==> src/rtl/rf_wb_arbiter.sv <==
// ============================================================================
// Module   : rf_wb_arbiter
// Purpose  : Round-robin arbiter sharing the regfile write port among NSrc
//            writeback sources, with a per-register busy scoreboard for
//            read-after-write stall detection. Optional macro RF_BYPASS_EN
//            forwards the in-flight write data to decode.
// Revision : 1.0 - initial release
// ============================================================================
`default_nettype none

module rf_wb_arbiter #(
  parameter int XLen      = 32,
  parameter int NReg      = 32,
  parameter int NRegWidth = $clog2(NReg),
  parameter int NSrc      = 3
) (
  input  logic                      clk_i,
  input  logic                      rst_ni,
  input  logic [NSrc-1:0]           req_valid_i,
  input  logic [NSrc*NRegWidth-1:0] req_addr_i,
  input  logic [NSrc*XLen-1:0]      req_data_i,
  output logic [NSrc-1:0]           req_ready_o,
  input  logic                      alloc_i,
  input  logic [NRegWidth-1:0]      alloc_addr_i,
  input  logic [NRegWidth-1:0]      chk_a1_i,
  input  logic [NRegWidth-1:0]      chk_a2_i,
  output logic                      hazard_o,
  output logic                      byp1_o,
  output logic                      byp2_o,
  output logic [XLen-1:0]           byp_data_o,
  output logic                      rf_we_o,
  output logic [NRegWidth-1:0]      rf_waddr_o,
  output logic [XLen-1:0]           rf_wdata_o
);

  localparam int PtrW = $clog2(NSrc);

  logic [PtrW-1:0]      r_ptr;
  logic                 r_we;
  logic [NRegWidth-1:0] r_waddr;
  logic [XLen-1:0]      r_wdata;
  logic [NReg-1:0]      r_busy;

  logic                 w_gnt_any;
  logic [PtrW-1:0]      w_gnt_idx;
  logic [NRegWidth-1:0] w_sel_addr;
  logic [XLen-1:0]      w_sel_data;
  logic [NReg-1:0]      w_busy_nxt;
  logic                 w_byp1;
  logic                 w_byp2;

  // Scan sources starting at the rr pointer; the first valid one wins.
  always_comb begin
    int j;
    j          = 0;
    w_gnt_any  = 1'b0;
    w_gnt_idx  = '0;
    w_sel_addr = '0;
    w_sel_data = '0;
    for (int i = 0; i < NSrc; i++) begin
      j = int'(r_ptr) + i;
      if (j >= NSrc) j = j - NSrc;
      if (!w_gnt_any && req_valid_i[j]) begin
        w_gnt_any  = 1'b1;
        w_gnt_idx  = PtrW'(j);
        w_sel_addr = req_addr_i[j*NRegWidth +: NRegWidth];
        w_sel_data = req_data_i[j*XLen +: XLen];
      end
    end
  end

  for (genvar s = 0; s < NSrc; s++) begin : g_ready
    assign req_ready_o[s] = rst_ni & w_gnt_any & (w_gnt_idx == PtrW'(s));
  end

  // A new allocation on the retiring edge wins over the clear.
  always_comb begin
    w_busy_nxt = r_busy;
    if (r_we) w_busy_nxt[r_waddr] = 1'b0;
    if (alloc_i && (alloc_addr_i != '0)) w_busy_nxt[alloc_addr_i] = 1'b1;
    w_busy_nxt[0] = 1'b0;
  end

  always_ff @(posedge clk_i or negedge rst_ni) begin
    if (!rst_ni) begin
      r_ptr   <= '0;
      r_we    <= 1'b0;
      r_waddr <= '0;
      r_wdata <= '0;
      r_busy  <= '0;
    end else begin
      r_busy <= w_busy_nxt;
      r_we   <= w_gnt_any && (w_sel_addr != '0);
      if (w_gnt_any) begin
        r_waddr <= w_sel_addr;
        r_wdata <= w_sel_data;
        r_ptr   <= (w_gnt_idx == PtrW'(NSrc - 1)) ? '0 : w_gnt_idx + PtrW'(1);
      end
    end
  end

`ifdef RF_BYPASS_EN
  if (1) begin : g_bypass
    assign w_byp1 = r_we & (r_waddr == chk_a1_i) & (chk_a1_i != '0);
    assign w_byp2 = r_we & (r_waddr == chk_a2_i) & (chk_a2_i != '0);
  end
`else
  if (1) begin : g_no_bypass
    assign w_byp1 = 1'b0;
    assign w_byp2 = 1'b0;
  end
`endif

  assign byp1_o     = w_byp1;
  assign byp2_o     = w_byp2;
  assign hazard_o   = (r_busy[chk_a1_i] & ~w_byp1) | (r_busy[chk_a2_i] & ~w_byp2);
  assign byp_data_o = r_wdata;
  assign rf_we_o    = r_we;
  assign rf_waddr_o = r_waddr;
  assign rf_wdata_o = r_wdata;

endmodule

`default_nettype wire

==> config.mk <==
export PLATFORM = sky130hd
export DESIGN_NAME = rf_wb_arbiter
export DESIGN_NICKNAME = d
export VERILOG_FILES = /design/src/rtl/rf_wb_arbiter.sv
export SDC_FILE = /design/constraint.sdc
export NUM_CORES = 1
export LEC_CHECK = 0
export BUFFER_PORTS_ARGS = -buffer_cell sky130_fd_sc_hd__buf_4
export CORE_MARGIN = 2
export CORE_UTILIZATION = 30
export CTS_CLUSTER_SIZE = 40
export DETAILED_ROUTE_END_ITERATION = 8
export MAX_ROUTING_LAYER = met4
export REMOVE_ABC_BUFFERS = 1
export SLEW_MARGIN = 20
export SYNTH_ARGS = -nofsm -noshare
export SYNTH_HDL_FRONTEND = slang
export SYNTH_SLANG_ARGS = --single-unit
==> constraint.sdc <==
create_clock -name clk_i -period 8.4 [get_ports clk_i]
set_input_delay 0 -clock clk_i [delete_from_list [all_inputs] [get_ports clk_i]]
set_output_delay 0 -clock clk_i [all_outputs]
set_load 0.01 [all_outputs]
==> summary.md <==
| Metric | Value |
|---|---|
| Vias per std cell | `about 5.7` |
| Area Growth Syn to Fin | `25.5%` |
| Req. time, crit path | `about 8700 ps` |
| TritonCTS clock tree | `yes` |
| Crit path max-delay family | `compound AO/OA/AOI/OAI gates` |
| IO Pins | `208` |
| Final instance area | `8500 um^2` |
| IR Drop Worst-Case VDD | `about 220 uV` |
| Mapped cell area | `around 6800 um^2` |
| Worst setup SP type | `register` |
| Crit path arrival time | `4330 ps` |
| Remaining global-route overflow | `0` |
| Leak pwr | `roughly 3.7 nW` |
| Routability Congestion | `0.833` |
| Synth Flop Type | `dfrtp_1` |
| Starting DRT DRC Count | `between 300 and 400` |
| Min-Delay Path Class | `in2reg` |
| Die Y | `154 um` |
| CP Max Fanout | `68` |
| Commonest cells after routing, fill and taps aside | `211 x buf_4, 108 x o21ai_0, 96 x mux2i_1` |
| Shortest period the worst path allows | `a little over 4000 ps` |
| DRC Markers | `0` |
| Routed Antenna Nets | `0` |
| CP max-delay cell | `buf_4` |
| Core ar. | `approximately 22000 um^2` |
| Cell count after synthesis | `just over 800` |
| Slew @ Worst Pin | `about 1000 ps` |
| DRT Pass-1 Iters | `5` |
| Slew Limit Fails | `0` |
| Initial core utilization | `a little under a third` |
| Slew headroom | `30.9%` |
| CTS Buf Count | `9` |
| Hold slack | `21.9 ps` |
| Post-synth EDFFs | `0` |
| First-pass GRT wire length | `about 37 mm` |
| Final worst setup slack | `between 4000 and 5000 ps` |
| Power per cell area | `about 410 nW/um^2` |
| Endpoints failing setup | `0` |
| RSZ-0062 raised after global routing | `false` |
| Critical path, cell by cell | `inv_1, ha_4, buf_4, nor4bb_1, a31oi_1, o22ai_2, nand2_1, o22ai_1, a221o_1` |
| Via Count | `~6900` |
| CP endpoint kind | `register` |
| Total track usage | `19.9%` |
| #FFs+latches synth | `71` |
| DP Wirelength | `approximately 16 mm` |
| Asr flop ratio synth | `100%` |
| CP peak stage delay | `around 710 ps` |
| Period utilization | `about half` |
| H-Tree Level Count | `3` |
| Die Area | `23800 um^2` |
| Avg Cell Area, Syn | `8.38 um^2` |
| Clk_lat worst skew | `350 ps` |
| Clock sink total | `71` |
| Post-CTS setup buffers | `0` |
| Final hold viol count | `0` |
| Dpl cell area | `8170 um^2` |
| Share of cells above drive strength 1 | `between 20% and 30%` |
| Setup_tns | `0 ps` |
| Worst path bufs/invs | `2` |
| Antenna violations before repair | `2` |
| Sequential area share after synthesis | `a little over a quarter` |
| Die width | `about 150 um` |
| Number of I/O port buffers | `about 210` |
| Final WL | `about 24 mm` |
| Rows | `54` |
| Nets@finish | `roughly 1100` |
| Commonest non-fill, non-tap cell in the layout | `buf_4` |
| Status | `complete, no violations` |
| DR WL/cell | `between 15 and 20 um` |
| Root Buffer | `clkbuf_16` |
| Final Skew | `roughly 14 ps` |
| Power, Total | `between 3 and 4 mW` |
| Clock Tree Buf Depth | `2` |
| Vias in the first global route | `6632` |
| Largest net degree at the start of global routing | `between 70 and 80` |
| Fmax | `roughly 250 MHz` |
| Synth unique cells | `56` |
| Clock-pin slew on the worst setup and hold paths | `roughly 60 ps` |
| Yosys warnings | `0` |
| MaxCap Viol Count | `0` |
| Pre-CTS setup slack | `~4300 ps` |
| Kind of critical path | `reg2reg` |
[cells by family after synthesis]
group | synth area share (%)
AOI/OAI and AO/OA | 26.5
and+or+nand+nor | 12.8
muxes | 23.5
buffers and inverters | 9.16
DFF | 26.2
adders and majority gates | 1.55
other | 0.111
xor gates and xnor gates | 0.129
[Yosys cell counts (10+ instances only)]
| cell | number | area [um^2] |
|---|---|---|
| o22ai_1 | 32 | 200 |
| nor2_1 | 80 | 300 |
| dfrtp_1 | 71 | 1780 |
| mux2i_1 | 96 | 961 |
| o21a_1 | 12 | 90.1 |
| a21oi_1 | 65 | 325 |
| a221o_1 | 22 | 220 |
| a311oi_1 | 11 | 96.3 |
| o21ai_0 | 108 | 541 |
| mux2_2 | 18 | 203 |
| a22oi_1 | 15 | 113 |
| nand2_1 | 65 | 244 |
| buf_4 | 39 | 293 |
| nand3b_1 | 10 | 75.1 |
| clkbuf_1 | 26 | 97.6 |
| buf_2 | 28 | 140 |
| mux4_2 | 18 | 405 |
[registers in the layout (all words and copies together), names as in the netlist]
register and cells:
rf_waddr_o 5, r_ptr 2, r_busy 31, byp_data_o 32
rf_we_o 1
[final timing paths]
| check | startpoint | end | slack [ps] | cells past startpoint |
|---|---|---|---|---|
| min | req_data_i[47] | byp_data_o[15]$_DFFE_PN0N_ | 20 | 4 |
| max reg2reg | r_ptr[0]$_DFFE_PN0N_ | byp_data_o[26]$_DFFE_PN0N_ | 4350 | 9 |
| max in group asynchronous | rst_ni | r_ptr[1]$_DFFE_PN0N_ | 7410 | 2 |
| min reg2reg | byp_data_o[3]$_DFFE_PN0N_ | byp_data_o[3]$_DFFE_PN0N_ | 540 | 1 |
| min in group asynchronous | rst_ni | r_busy[17]$_DFF_PN0_ | 360 | 2 |
| max | r_ptr[0]$_DFFE_PN0N_ | byp_data_o[26]$_DFFE_PN0N_ | 4350 | 9 |
[timing repair]
item / in CTS / in global routing
endpoints found under the hold margin: 72 / 0
gates resized for setup: 0 / 0
endpoints found under the setup margin: 0 / 0
hold buffers: 2 / 0
[metrics by stage]
step / std cells / util (%)
final: 1220 / 38.7
after global routing: 1220 / 38.7
after CTS: 1218 / 38.7
after detailed placement: 1200 / 37.2
after global placement: 1200 / 37.2
after floorplan: 709 / -
[report_power, final]
group | switching [mW] | total (mW) | internal [mW]
registers | 0.186 | 0.704 | 0.518
logic | 1.30 | 2.37 | 1.07
clock network | 0.158 | 0.405 | 0.248
total | 1.64 | 3.48 | 1.84
[tightest hold or removal path: stages]
cell and delay (ps):
buf_4 90, nand2_1 40, o21ai_0 60, a221o_1 130
[per-layer routing]
metal	part of all wire, %	GRT usage [%]	vias up
li1	-	-	3233
met1	43	25.1	3333
met2	48	32.2	339
met3	7.6	4.03	31
met4	2.1	6.19	0
met5	0	-	-
[layout make-up]
type / count / area, um^2
diodes: 2 / 5.00
clock buffers: 12 / 256
inverters: 10 / 37.5
repair buffers: 213 / 1600
fillers: 2221 / 13500
multi-input cells: 628 / 4420
well taps: 280 / 350
flip-flops and latches: 71 / 1780
clock inverters: 4 / 52.6
Note: power is estimated with default switching activity, not from simulation.
